### src/rtl/sat_adder_tree_pkg.sv
// Shared definitions for the saturating adder tree: default data width,
// signed clip limits and the saturating two-operand add used at every node.
// All arithmetic runs on SAT_W-bit sign-extended operands so one function
// serves any data width below SAT_W. The caller keeps only the low DW bits.
package sat_adder_tree_pkg;

  // Default channel data width. This matches the MAC accumulator width.
  localparam int DEFAULT_DW = 28;

  // Internal arithmetic width. Any DW used with the tree must be below this.
  localparam int SAT_W = 64;

  // Largest signed value representing in dw bits, sign-extended to SAT_W.
  function automatic logic signed [SAT_W-1:0] max_val(input int dw);
    logic signed [SAT_W-1:0] one;
    one = {{(SAT_W-1){1'b0}}, 1'b1};
    return (one <<< (dw - 1)) - one;
  endfunction

  // Smallest signed value representing in dw bits, sign-extended to SAT_W.
  function automatic logic signed [SAT_W-1:0] min_val(input int dw);
    logic signed [SAT_W-1:0] one;
    one = {{(SAT_W-1){1'b0}}, 1'b1};
    return -(one <<< (dw - 1));
  endfunction

  // Adds two dw-bit values that arrive sign-extended to SAT_W bits and clips
  // the result to the dw-bit range. The exact sum always fits in SAT_W bits,
  // so leaving the dw-bit range is the same event as a two's complement
  // overflow of a dw-bit adder. sat flags that the result was clipped.
  function automatic logic signed [SAT_W-1:0] sat_add(
    input  logic signed [SAT_W-1:0] a,
    input  logic signed [SAT_W-1:0] b,
    input  int                      dw,
    output logic                    sat
  );
    logic signed [SAT_W-1:0] s;
    logic signed [SAT_W-1:0] res;
    s   = a + b;
    res = s;
    sat = 1'b0;
    if (s > max_val(dw)) begin
      res = max_val(dw);
      sat = 1'b1;
    end else if (s < min_val(dw)) begin
      res = min_val(dw);
      sat = 1'b1;
    end
    return res;
  endfunction

endpackage

### src/rtl/sat_add_level.sv
// One level of the saturating adder tree. The level has N_PAIRS saturating
// adders that feed a register stage. The stage also holds a valid bit and a
// sat bit.
// The stage loads only when adv is high. adv is high when the stage is empty
// or when the stage below it is advancing.
// With RELU set, this level loads zero instead of a negative sum.
module sat_add_level
  import sat_adder_tree_pkg::*;
#(
  parameter int N_PAIRS = 1,
  parameter int DW      = DEFAULT_DW,
  parameter bit RELU    = 1'b0
) (
  input  logic                    clk,
  input  logic                    reset,
  input  logic                    clear_adders,
  input  logic                    up_valid,
  input  logic                    up_sat,
  input  logic [2*N_PAIRS*DW-1:0] up_data,
  input  logic                    down_adv,
  output logic                    valid,
  output logic                    sat,
  output logic [N_PAIRS*DW-1:0]   data,
  output logic                    adv
);

  logic [N_PAIRS*DW-1:0] sum_flat;
  logic [N_PAIRS-1:0]    clip;

  for (genvar p = 0; p < N_PAIRS; p++) begin : g_pair
    logic [DW-1:0]           a_raw;
    logic [DW-1:0]           b_raw;
    logic signed [SAT_W-1:0] a_ext;
    logic signed [SAT_W-1:0] b_ext;
    logic signed [SAT_W-1:0] s_ext;
    logic [DW-1:0]           s_trunc;
    logic                    clip_p;
    logic                    unused_hi;

    assign a_raw = up_data[(2*p)*DW +: DW];
    assign b_raw = up_data[(2*p+1)*DW +: DW];
    assign a_ext = {{(SAT_W-DW){a_raw[DW-1]}}, a_raw};
    assign b_ext = {{(SAT_W-DW){b_raw[DW-1]}}, b_raw};

    // Saturating add of one channel pair.
    always_comb begin
      clip_p = 1'b0;
      s_ext  = sat_add(a_ext, b_ext, DW, clip_p);
    end

    // After clipping, the upper bits only repeat the sign bit.
    assign s_trunc   = s_ext[DW-1:0];
    assign unused_hi = ^s_ext[SAT_W-1:DW];

    assign sum_flat[p*DW +: DW] = (RELU && s_trunc[DW-1]) ? '0 : s_trunc;
    assign clip[p]              = clip_p;
  end

  assign adv = !valid || down_adv;

  // Stage register: reset and flush empty the stage; otherwise load on adv.
  always_ff @(posedge clk) begin
    if (reset || clear_adders) begin
      valid <= 1'b0;
      sat   <= 1'b0;
      data  <= '0;
    end else if (adv) begin
      valid <= up_valid;
      sat   <= up_valid & (up_sat | (|clip));
      if (up_valid) begin
        data <= sum_flat;
      end
    end
  end

endmodule

### src/rtl/sat_adder_tree.sv
// Fully pipelined saturating signed adder tree. It reduces NUM_IN channels
// of DW bits to one sum over LEVELS = log2(NUM_IN) register stages.
// Every adder clips to the DW-bit range. A clip anywhere in the tree sets
// the out_sat flag for that sample.
// Optional feature macro: SAT_ADDER_TREE_RELU_EN. When it is defined, the
// final stage loads zero instead of a negative sum.
//
// Handshake (both ports): a transfer happens on a rising edge where valid
// and ready are both high. A producer holds valid and data stable until the
// transfer. ready may depend combinationally on the downstream ready.
// reset and clear_adders force in_ready low and empty every stage.
module sat_adder_tree
  import sat_adder_tree_pkg::*;
#(
  parameter int NUM_IN = 8,
  parameter int DW     = DEFAULT_DW
) (
  input  logic                 clk,
  input  logic                 reset,
  input  logic                 clear_adders,
  input  logic                 in_valid,
  output logic                 in_ready,
  input  logic [NUM_IN*DW-1:0] in_data,
  output logic                 out_valid,
  input  logic                 out_ready,
  output logic [DW-1:0]        out_sum,
  output logic                 out_sat
);

  localparam int LEVELS = $clog2(NUM_IN);

`ifdef SAT_ADDER_TREE_RELU_EN
  localparam bit RELU_EN = 1'b1;
`else
  localparam bit RELU_EN = 1'b0;
`endif

  logic [LEVELS-1:0] adv_vec;
  logic [LEVELS-1:0] valid_vec;
  logic [LEVELS-1:0] sat_vec;
  logic [DW-1:0]     last_data;

  for (genvar s = 0; s < LEVELS; s++) begin : g_level
    localparam int N_PAIRS = NUM_IN >> (s + 1);

    logic [2*N_PAIRS*DW-1:0] up_data;
    logic                    up_valid;
    logic                    up_sat;
    logic                    down_adv;
    logic [N_PAIRS*DW-1:0]   data;

    // Stage 0 takes its input from the port. The other stages take their
    // input from the stage above.
    if (s == 0) begin : g_first
      assign up_data  = in_data;
      assign up_valid = in_valid;
      assign up_sat   = 1'b0;
    end else begin : g_rest
      assign up_data  = g_level[s-1].data;
      assign up_valid = valid_vec[s-1];
      assign up_sat   = sat_vec[s-1];
    end

    // The last stage moves when the consumer takes the result. The other
    // stages move when the stage below them moves.
    if (s == LEVELS - 1) begin : g_last
      assign down_adv  = out_ready;
      assign last_data = data;
    end else begin : g_inner
      assign down_adv = adv_vec[s+1];
    end

    sat_add_level #(
      .N_PAIRS (N_PAIRS),
      .DW      (DW),
      .RELU    (RELU_EN && (s == LEVELS - 1))
    ) u_level (
      .clk          (clk),
      .reset        (reset),
      .clear_adders (clear_adders),
      .up_valid     (up_valid),
      .up_sat       (up_sat),
      .up_data      (up_data),
      .down_adv     (down_adv),
      .valid        (valid_vec[s]),
      .sat          (sat_vec[s]),
      .data         (data),
      .adv          (adv_vec[s])
    );
  end

  // No sample is accepted in a cycle that resets or flushes the pipeline.
  assign in_ready  = adv_vec[0] & ~reset & ~clear_adders;
  assign out_valid = valid_vec[LEVELS-1];
  assign out_sat   = sat_vec[LEVELS-1];
  assign out_sum   = last_data;

endmodule

### config.mk
export PLATFORM = sky130hd
export DESIGN_NAME = sat_adder_tree
export DESIGN_NICKNAME = d
export VERILOG_FILES = /design/src/rtl/sat_adder_tree_pkg.sv /design/src/rtl/sat_add_level.sv /design/src/rtl/sat_adder_tree.sv
export SDC_FILE = /design/constraint.sdc
export NUM_CORES = 1
export LEC_CHECK = 0
export ABC_AREA = 1
export CORE_MARGIN = 5
export CORE_UTILIZATION = 59
export CTS_BUF_LIST = sky130_fd_sc_hd__clkbuf_2
export DETAILED_ROUTE_END_ITERATION = 6
export GPL_ROUTABILITY_DRIVEN = 0
export PLACE_DENSITY = 0.93
export SLEW_MARGIN = 10
export SYNTH_ARGS = -nofsm -noshare
export SYNTH_HDL_FRONTEND = slang
export SYNTH_SLANG_ARGS = --single-unit
### constraint.sdc
create_clock -name clk -period 4.7 [get_ports clk]
set_input_delay 0.705 -clock clk [delete_from_list [all_inputs] [get_ports clk]]
set_output_delay 0.705 -clock clk [all_outputs]
set_load 0.1 [all_outputs]
==> results of run 1 <==
-- cell families after synthesis --
logic type / after synthesis / share of synthesized area, %
buffers and inverters: 312 / 6.90
flip-flops: 202 / 22.0
AO/OA/AOI/OAI: 745 / 22.0
adder cells (fa/ha/maj): 203 / 14.1
AND/OR/NAND/NOR: 1265 / 28.1
XOR/XNOR: 147 / 6.99
-- area by class of cell --
cell class / instances / area, sq um
multi-input cells: 2360 / 13100
fillers: 2407 / 9090
flip-flops and latches: 202 / 4040
repair buffers: 266 / 2650
inverters: 242 / 911
well taps: 396 / 495
clock buffers: 68 / 340
clock inverters: 18 / 104
diodes: 1 / 2.50
-- critical path, cell delays in order (launching register included) --
cell and delay, ns:
dfxtp_1 0.37, inv_1 0.06, nor2_2 0.14, inv_2 0.06
nor2_1 0.12, inv_1 0.08, nor2_1 0.14, inv_1 0.16
nand2_1 0.09, inv_1 0.03, clkdlybuf4s50_1 0.95
-- synthesized netlist by cell type, types with 5 or more instances --
library cell / number / area share [%]
nand2_1: 737 / 15
a21oi_1: 370 / 10
nor2_1: 312 / 6.4
o21ai_0: 252 / 6.8
inv_1: 230 / 4.7
dfxtp_1: 202 / 22
ha_1: 196 / 13
nand3_1: 128 / 3.5
xor2_1: 77 / 3.7
xnor2_1: 70 / 3.3
clkbuf_1: 42 / 0.86
o21bai_1: 25 / 1.0
a21o_1: 23 / 0.94
nand2_2: 16 / 0.54
or2_2: 16 / 0.54
o21ai_1: 13 / 0.35
a21oi_2: 12 / 0.57
buf_2: 12 / 0.33
nor3_1: 12 / 0.33
buf_4: 11 / 0.45
inv_2: 11 / 0.22
a31oi_1: 9 / 0.31
nand4_1: 9 / 0.31
fa_1: 7 / 0.76
o211a_1: 7 / 0.38
nand3b_1: 6 / 0.24
nor4_1: 6 / 0.20
o21a_1: 6 / 0.24
a211oi_1: 5 / 0.20
a21boi_1: 5 / 0.20
and2_1: 5 / 0.17
-- sequential cells by signal, indices dropped and copies added, names as in the netlist --
register               flops
g_level.u_level.data     196
g_level.u_level.valid      3
g_level.u_level.sat        3
-- power by group through the flow --
stage                     clock network (mW)  registers (mW)  logic, mW
after floorplan                            0            1.87       1.27
after global placement                     0            1.88       1.78
after detailed placement                   0            1.89       1.83
after CTS                               1.21            1.85       1.84
after global routing                    1.30            1.85       2.08
final                                   1.22            1.85       1.89
-- per-layer routing --
metal,vias to the layer above,part of all wire [%]
met2,1294,46
met4,0,7.7
met3,334,9.4
met5,-,0
met1,9450,37
li1,10124,-
-- metrics by stage --
| step | setup slack, ns | utilization (%) | hold slack, ns | total power [mW] | std cells |
|---|---|---|---|---|---|
| 2_1_floorplan | 1.78 | - | 0.438 | 3.13 | 2874 |
| 3_3_place_gp | 1.07 | 69.0 | 0.449 | 3.66 | 3466 |
| 3_5_place_dp | 0.983 | 69.0 | 0.469 | 3.72 | 3466 |
| 4_1_cts | 0.913 | 70.4 | 0.484 | 4.91 | 3552 |
| 5_1_grt | 0.780 | 70.4 | 0.486 | 5.24 | 3553 |
| 6_report | 0.898 | 70.4 | 0.488 | 4.96 | 3553 |
-- worst paths after layout --
check	to	slack (ns)	cells past startpoint
setup / recovery	in_ready	0.90	10
hold / removal	g_level[1].u_level.sat	0.49	2
setup reg to reg	g_level[1].u_level.data[24]	1.53	15
hold reg to reg	g_level[1].u_level.sat	0.49	2
==> flow_summary_export.csv, run 1 <==
group,metric,value,unit
power_and_ir_drop,power_frac_seq,37.3,%
finish,finalNetCount,3555,
worst_setup_path,required,3.99,ns
routing,ant_nets,0,
global_route,grt_use_met3,5.23,%
routing,wl_per_cell,16.5,um
global_route,grt_start_max_net_pins,98,
power_and_ir_drop,p_leak,10.4,nW
clock_tree,clock_latency,0.88,ns
finish,final_common_cell,"nand2_1",
yosys,ys_seq_elements,202,
clock_tree,cts-root-buf,"clkbuf_2",
global_route,grt_overflow,0,
sta,clock_skew,0.0940,ns
placement,dpl_cell_area,0.0212,sq mm
die,rows,64,
worst_setup_path,crit_start,"g_level[2].u_level.valid",
routing,firstDrtPassIters,6,
yosys,ys.flop_type,"dfxtp_1",
global_route,use_met2,53.8,%
hold_path,hold_start,"g_level[1].u_level.sat",
worst_setup_path,crit_type,"reg2out",
die,io-pin-count,260,
power_and_ir_drop,p_clk_share,24.6,%
worst_setup_path,critPathArrivalTime,3.10,ns
yosys,ys_seq_area_share,22.0,%
sta,min_period_over_period,80.9,%
power_and_ir_drop,switchingPower,2.00,mW
global_route,grt_pass1_vias,20318,
yosys,syn-cell-area,0.0184,sq mm
finish,drive_above_1_share,5.16,%
clock_tree,numCtsBuffers,51,
worst_setup_path,worstPathMaxFanout,3,
power_and_ir_drop,switching_share,40.3,%
routing,num_vias,21202,
routing,drt_iter0_drc,2488,
routing,avgViaCountPerCell,5.97,
yosys,synth_edf_count,0,
worst_setup_path,endpoint_kind,"output pin",
power_and_ir_drop,internal_power,2.96,mW
global_route,track_usage,31.7,%
die,initial_core_util,59.9,%
clock_tree,cts.sinks,202,
run,max-cap-violations,0,
clock_tree,tritoncts,"yes",
placement,io_buffers,259,
die,chipHeight,187,um
sta,hold_viol,0,
placement,hpwl,47000,um
die,die_w,187,um
yosys,ys_warn_count,0,
hold_path,hold_path.class,"reg2reg",
worst_setup_path,startpoint_type,"flip-flop",
power_and_ir_drop,peakVddDrop,0.000162,V
global_route,antenna_found_initial,1,
clock_tree,ctsHoldBuffers,0,
clock_tree,cts_max_path_buffers,3,
routing,wl,58700,um
die,die-area,0.0349,sq mm
global_route,grt_busiest_layer,"met2",
global_route,grt_pass1_wl,95200,um
sta,finalSetupViolations,0,
sta,tns,0,ns
yosys,synth_cell_types,46,
yosys,syn_area_per_cell,6.41,sq um
sta,maxSlewHeadroom,31.1,%
clock_tree,post-cts-setup-buffers,0,
finish,layout_common_cells,"nand2_1, a21oi_1, nor2_1, clkdlybuf4s50_1, o21ai_0",
clock_tree,htreeDepth,2,
power_and_ir_drop,power_frac_comb,38.1,%
status,status,"complete, no violations",
worst_setup_path,r2r-start,"g_level[0].u_level.data[0]",
sta,tightest_slew,1.03,ns
finish,syn_to_final_growth,17.6,%
sta,drv_slew,0,
finish,finish.instance_area,0.0217,sq mm
global_route,grtUsageMet1,37.3,%
clock_tree,postCtsResizedCells,0,
yosys,synthCells,2874,
yosys,async_flop_share,0,%
sta,rsz0062_at_grt,"no",
sta,max_freq,0.263,GHz
power_and_ir_drop,power_density,229,mW/mm^2
routing,drc,0,
sta,final.min_clock_period,3.80,ns
clock_tree,clk_pin_slew,0.12,ns
die,core,0.0307,sq mm
yosys,syn_nets,3306,
Note: power is estimated with default switching activity, not from simulation.
==> run 2, diff against run 1 <==
--- a/config.mk
+++ b/config.mk
@@ -7,11 +7,11 @@
 export LEC_CHECK = 0
 export ABC_AREA = 1
 export CORE_MARGIN = 5
-export CORE_UTILIZATION = 59
+export CORE_UTILIZATION = 52
 export CTS_BUF_LIST = sky130_fd_sc_hd__clkbuf_2
 export DETAILED_ROUTE_END_ITERATION = 6
 export GPL_ROUTABILITY_DRIVEN = 0
-export PLACE_DENSITY = 0.93
+export PLACE_DENSITY = 0.88
 export SLEW_MARGIN = 10
 export SYNTH_ARGS = -nofsm -noshare
 export SYNTH_HDL_FRONTEND = slang
==> constraint.sdc (replaced) <==
create_clock -name clk -period 3.4 [get_ports clk]
set_input_delay 0.51 -clock clk [delete_from_list [all_inputs] [get_ports clk]]
set_output_delay 0.51 -clock clk [all_outputs]
set_load 0.1 [all_outputs]
==> run 2 against run 1 <==
Against the previous run: largest power group unchanged; hold slack worse by 0.078 ns; the flow now finishes with violations (DRC); die area is 13% higher; first-iteration DRC count is 11% lower; register-to-register slack worse by 1.0 ns; critical path type unchanged; clock-buffer cell count is 4 lower.
==> flow_summary_export.csv, run 2 (synthesis gave the netlist of run 1 again) <==
group,metric,value,unit
power_and_ir_drop,p_leak,10.5,nW
placement,io_buffers,259,
sta,max_freq,0.334,GHz
finish,top_register,"g_level.u_level.data",
clock_tree,postCtsResizedCells,0,
sta,tightest_slew,0.992,ns
clock_tree,tritoncts,"yes",
clock_tree,cts.sinks,202,
worst_setup_path,critPathArrivalTime,2.48,ns
finish,finalNetCount,3565,
worst_setup_path,r2r-end,"g_level[1].u_level.data[54]",
finish,fill_cells,3120,
die,chipHeight,198,um
global_route,grt_pass1_vias,19633,
routing,firstDrtPassIters,7,
clock_tree,htreeDepth,2,
global_route,track_usage,27.4,%
sta,finalSetupViolations,0,
die,die_w,198,um
global_route,antenna_found_initial,1,
routing,ant_nets,0,
status,status,"finished with violations",
clock_tree,post-cts-setup-buffers,0,
routing,avgViaCountPerCell,5.62,
hold_path,min_to,"g_level[2].u_level.valid",
finish,drive_above_1_share,5.50,%
hold_path,holdPathStages,4,
sta,setup_ws,0.406,ns
global_route,grt_start_max_net_pins,100,
finish,multi_input_area,0.0131,sq mm
routing,num_vias,20389,
routing,drc,7,
clock_tree,clock_latency,0.81,ns
die,die-area,0.0393,sq mm
sta,min_period_over_period,88.1,%
worst_setup_path,r2r-start,"g_level[0].u_level.data[56]",
routing,drt_iter0_drc,2215,
worst_setup_path,reg2reg_depth,15,
finish,final_common_cell,"nand2_1",
sta,tns,0,ns
routing,wl_per_cell,15.5,um
worst_setup_path,r2r_slack,0.50,ns
die,initial_core_util,52.2,%
finish,syn_to_final_growth,18.7,%
placement,preCtsSetupSlack,0.137,ns
finish,largest_reg_flops,196,
global_route,grt_pass1_wl,90900,um
finish,reg.largest.list,"g_level.u_level.data (196), g_level.u_level.sat (3), g_level.u_level.valid (3)",
hold_path,hold_start,"out_ready",
finish,layout_common_cells,"nand2_1, a21oi_1, nor2_1, clkdlybuf4s50_1, o21ai_0",
worst_setup_path,required,2.89,ns
clock_tree,cts-root-buf,"clkbuf_2",
clock_tree,cts_max_path_buffers,3,
die,core,0.0353,sq mm
sta,drv_slew,0,
sta,rsz0062_at_grt,"no",
status,violations,"DRC",
clock_tree,numCtsBuffers,47,
die,io-pin-count,260,
worst_setup_path,worstPathMaxFanout,3,
worst_setup_path,startpoint_type,"flip-flop",
power_and_ir_drop,power_density,311,mW/mm^2
sta,final.min_clock_period,2.99,ns
die,rows,69,
placement,hpwl,46100,um
finish,post-route-util,61.9,%
run,max-cap-violations,0,
worst_setup_path,endpoint_kind,"output pin",
sta,hold_viol,0,
clock_tree,clk_pin_slew,0.10,ns
clock_tree,ctsHoldBuffers,0,
worst_setup_path,crit_type,"reg2out",
hold_path,hold_path.class,"in2reg",
finish,register_area,0.00404,sq mm
sta,clock_skew,0.0527,ns
power_and_ir_drop,peakVddDrop,0.000197,V
global_route,grt_overflow,0,
sta,maxSlewHeadroom,33.6,%
routing,wl,56400,um
-- run 2: cell types whose count changed in the layout (fill, tap and decap cells not counted), sizes merged --
cell	delta
buf	+15
clkbuf	-4
clkinv	-2
bufinv	+1
clkdlybuf4s50	-1
-- run 2: final cells by class --
cell class                      instances  share of cell area [%]
Antenna cell                            1                  0.0114
Clock buffer                           64                    1.46
Clock inverter                         17                   0.572
Inverter                              242                    4.17
Multi-Input combinational cell       2360                    60.0
Sequential cell                       202                    18.5
Tap cell                              461                    2.64
Timing Repair Buffer                  280                    12.7
-- run 2: worst max-delay path by stage --
stage | start | to | slack (ns) | depth (start not counted)
floorplan | g_level[2].u_level.valid | in_ready | 0.85 | 9
global placement | in_data[168] | g_level[0].u_level.data[99] | 0.23 | 16
detailed placement | in_data[196] | g_level[0].u_level.data[99] | 0.14 | 16
CTS | g_level[2].u_level.valid | in_ready | 0.37 | 10
global route | g_level[0].u_level.data[56] | g_level[1].u_level.data[50] | 0.19 | 15
finish | g_level[2].u_level.valid | in_ready | 0.41 | 10
-- run 2: critical path: stages, from the launching register on --
cell	delay (ns)
dfxtp_1	0.36
inv_1	0.06
nor2_2	0.13
inv_2	0.05
nor2_1	0.13
inv_1	0.09
nor2_1	0.33
inv_1	0.19
nand2_1	0.11
inv_1	0.04
buf_4	0.22
-- run 2: metal layers --
metal | vias up | GRT usage [%] | wire length (um)
met1 | 9162 | 34.2 | 22900
met5 | - | 0 | 0
met4 | 0 | 12.3 | 2810
met2 | 925 | 47.1 | 26200
met3 | 171 | 3.59 | 4430
li1 | 10131 | - | -
-- run 2: metrics by stage --
step / power [mW] / hold WS [ns] / cell area [sq um] / instances
finish: 6.81 / 0.410 / 21900 / 3627
global route: 7.21 / 0.394 / 21900 / 3627
CTS: 6.78 / 0.372 / 21900 / 3626
detailed placement: 5.15 / 0.471 / 21400 / 3545
global placement: 5.09 / 0.453 / 21400 / 3545
floorplan: 4.33 / 0.438 / 18400 / 2874
-- run 2: where the power goes --
group          internal (mW)  switching, mW  total (mW)
registers               2.47          0.101        2.57
clock network          0.667          0.989        1.66
logic                   1.04           1.55        2.59
==> run 3, diff against run 2 <==
--- a/config.mk
+++ b/config.mk
@@ -5,12 +5,11 @@
 export SDC_FILE = /design/constraint.sdc
 export NUM_CORES = 1
 export LEC_CHECK = 0
-export ABC_AREA = 1
 export CORE_MARGIN = 5
 export CORE_UTILIZATION = 52
 export CTS_BUF_LIST = sky130_fd_sc_hd__clkbuf_2
 export DETAILED_ROUTE_END_ITERATION = 6
-export GPL_ROUTABILITY_DRIVEN = 0
+export GPL_TIMING_DRIVEN = 0
 export PLACE_DENSITY = 0.88
 export SLEW_MARGIN = 10
 export SYNTH_ARGS = -nofsm -noshare
==> run 3 against run 2 <==
Against the previous run: the flow finishes with violations (setup timing); synthesized area down 2.4%; sequential share of layout area down 0.38 points; maximum frequency down 12%; via count down 5.0%; routed wire length up 1.7%; critical endpoint is now g_level[2].u_level.sat; combinational power up 16%; die area down 2.3%; largest power group unchanged; clock-buffer cell count up 10; critical path type is now reg2reg; register-to-register slack worse by 0.51 ns.
==> flow_summary_export.csv, run 3 <==
group,metric,value,unit
yosys,synth_area_leaders,"dfxtp_1, ha_1, a21oi_1, o21ai_0, xnor2_1",
routing,firstDrtPassIters,6,
global_route,track_usage,27.5,%
hold_path,hold_path.class,"in2reg",
global_route,grt_pass1_vias,18110,
placement,io_buffers,259,
worst_setup_path,r2r_slack,-0.01,ns
global_route,grt_pass1_wl,89300,um
worst_setup_path,timing.critical_path.mode_cell,"o21ai_2",
power_and_ir_drop,p_leak,9.38,nW
finish,largest_reg_flops,196,
worst_setup_path,r2r-start,"g_level[1].u_level.data[28]",
finish,drive_above_1_share,10.3,%
finish,syn_to_final_growth,24.7,%
sta,tightest_slew,1.04,ns
clock_tree,cts.sinks,202,
worst_setup_path,required,4.09,ns
finish,finalNetCount,3124,
yosys,ys_seq_area_share,22.5,%
yosys,synth_most_common_cell,"a21oi_1",
worst_setup_path,crit_type,"reg2reg",
worst_setup_path,reg2reg_depth,13,
die,chipHeight,196,um
die,initial_core_util,52.3,%
clock_tree,clock_latency,0.85,ns
worst_setup_path,crit_end,"g_level[2].u_level.sat",
power_and_ir_drop,power_density,325,mW/mm^2
yosys,async_flop_share,0,%
die,die-area,0.0384,sq mm
sta,final.min_clock_period,3.41,ns
sta,hold_viol,0,
global_route,antenna_found_initial,1,
routing,drc,0,
global_route,grt_start_max_net_pins,14,
worst_setup_path,max_stage_delay,0.45,ns
routing,wl_per_cell,18.0,um
status,violations,"setup timing",
worst_setup_path,startpoint_type,"flip-flop",
yosys,ys.flop_type,"dfxtp_1",
sta,drv_slew,0,
worst_setup_path,crit_start,"g_level[1].u_level.data[28]",
yosys,ys_warn_count,0,
run,max-cap-violations,0,
clock_tree,htreeDepth,2,
worst_setup_path,critPathArrivalTime,4.11,ns
yosys,synthCells,2350,
yosys,ys_seq_elements,202,
worst_setup_path,endpoint_kind,"flip-flop",
sta,finalSetupViolations,1,
die,core,0.0344,sq mm
worst_setup_path,r2r-end,"g_level[2].u_level.sat",
clock_tree,clk_pin_slew,0.10,ns
finish,fill_cells,2892,
yosys,syn-cell-area,0.0180,sq mm
worst_setup_path,cp_slowest_cell,"or4_4",
yosys,synth_top_area_cell,"dfxtp_1",
global_route,grt_overflow,0,
placement,preCtsSetupSlack,-1.03,ns
sta,clock_skew,0.0627,ns
power_and_ir_drop,peakVddDrop,0.000168,V
worst_setup_path,worstPathMaxFanout,4,
finish,final_common_cell,"a21oi_1",
finish,layout_common_cells,"a21oi_1, o21ai_0, clkdlybuf4s50_1, dfxtp_1, ha_1",
yosys,syn_area_per_cell,7.65,sq um
hold_path,hold_start,"in_valid",
routing,wl,57300,um
yosys,synth_top_cell_area_share,22.5,%
status,status,"finished with violations",
clock_tree,numCtsBuffers,52,
clock_tree,tritoncts,"yes",
die,io-pin-count,260,
routing,ant_nets,0,
yosys,syn_nets,2782,
routing,avgViaCountPerCell,6.08,
sta,rsz0062_at_grt,"yes",
sta,max_freq,0.293,GHz
finish,reg.largest.list,"g_level.u_level.data (196), g_level.u_level.sat (3), g_level.u_level.valid (3)",
sta,setup_ws,-0.0111,ns
sta,min_period_over_period,100,%
placement,place.gp.congestion,0.949,
worst_setup_path,path_cells,"ha_4 -> fa_2 -> a211oi_2 -> o21ai_2 -> nand4_1 -> a31oi_4 -> a2111oi_4 -> nor2_2 -> or4_4 -> a21boi_4 -> xnor2_1 -> o21ai_2 -> a21oi_1",
routing,num_vias,19377,
yosys,synth_common_cells,"a21oi_1, o21ai_0, dfxtp_1, ha_1, xnor2_1",
yosys,synth_cell_types,82,
routing,drt_iter0_drc,1778,
die,rows,68,
clock_tree,cts_max_path_buffers,3,
sta,hold_ws,0.318,ns
finish,top_register,"g_level.u_level.data",
yosys,synth_edf_count,0,
die,die_w,196,um
clock_tree,cts-root-buf,"clkbuf_2",
placement,hpwl,44900,um
sta,maxSlewHeadroom,30.9,%
## run 3: cell types whose count changed after synthesis, moves of 32 or more
cell / before / now
clkbuf_1: 42 / 96
xnor2_1: 70 / 128
a21oi_1: 370 / 423
maj3_1: 0 / 34
a21o_1: 23 / 94
nor2_1: 312 / 119
o21ai_0: 252 / 359
nand2_1: 737 / 108
xor2_1: 77 / 45
nand3_1: 128 / 35
inv_1: 230 / 57
## run 3: worst max-delay path: cells and delay by family, from the launching register on
family / cells / cell delay (ns)
compound gates: 7 / 1.38
xor+xnor: 1 / 0.17
fa+ha+maj: 2 / 0.60
flops: 1 / 0.36
simple gates: 3 / 0.74
## run 3: repair_timing
item	CTS	global route
setup endpoints to repair	148	186
cloned	1	0
buffers inserted	12	17
pin swaps	15	36
hold buffers	0	0
resized for setup	58	117
## run 3: layout make-up
| class | instances | area, sq um | share of cell area (%) |
|---|---|---|---|
| inverter | 57 | 214 | 0.955 |
| clock inverter | 17 | 93.8 | 0.419 |
| antenna | 1 | 2.50 | 0.0112 |
| sequential | 202 | 4060 | 18.1 |
| tap | 455 | 569 | 2.54 |
| timing repair buffer | 289 | 2820 | 12.6 |
| multi-input combinational | 1969 | 13700 | 61.2 |
| buffer | 121 | 563 | 2.51 |
| clock buffer | 74 | 370 | 1.65 |
## run 3: cells by family (layout without fill, tap and decap cells)
| group | count (synthesis) | in the layout | synth area share [%] |
|---|---|---|---|
| other cells | 0 | 1 | 0 |
| mux | 6 | 6 | 0.341 |
| buf+inv | 179 | 558 | 3.96 |
| simple gates | 431 | 431 | 11.5 |
| xor+xnor | 175 | 175 | 8.61 |
| compound gates | 1102 | 1102 | 35.6 |
| flops | 202 | 202 | 22.5 |
| fa+ha+maj | 255 | 255 | 17.4 |
## run 3: how the worst min path moves through the flow
stage / endpoint / slack (ns) / cells past startpoint
2_1_floorplan: g_level[1].u_level.data[54] / 0.44 / 2
3_3_place_gp: g_level[0].u_level.data[26] / 0.48 / 2
3_5_place_dp: g_level[1].u_level.data[54] / 0.49 / 2
4_1_cts: g_level[0].u_level.valid / 0.27 / 3
5_1_grt: g_level[0].u_level.valid / 0.33 / 3
6_report: g_level[0].u_level.valid / 0.32 / 3
## run 3: stage by stage
step	TNS (ns)	utilization [%]	total power, mW	area, sq um	std cells
after global placement	-104.14	61.5	5.34	21100	3064
final	-0.0111	65.2	7.29	22400	3185
after CTS	-0.0509	63.6	7.13	21900	3167
after global routing	-0.878	65.2	7.72	22400	3185
after detailed placement	-116.60	61.5	5.42	21100	3064
after floorplan	0	-	4.56	18000	2350
## run 3: per-layer routing
layer | routed length (um) | share of wire, % | vias to the layer above | global-route usage [%]
met5 | 0 | 0 | - | 0
met2 | 26100 | 45 | 902 | 44.3
met3 | 5090 | 8.9 | 128 | 4.21
met4 | 1880 | 3.3 | 0 | 9.26
li1 | - | - | 9404 | -
met1 | 24300 | 42 | 8943 | 37.7
## run 3: where the power goes
| part | switching [mW] | internal (mW) | leakage [nW] |
|---|---|---|---|
| registers | 0.109 | 2.48 | 1.65 |
| logic | 1.69 | 1.32 | 7.37 |
| clock network | 1.04 | 0.662 | 0.359 |
| total | 2.84 | 4.45 | 9.38 |
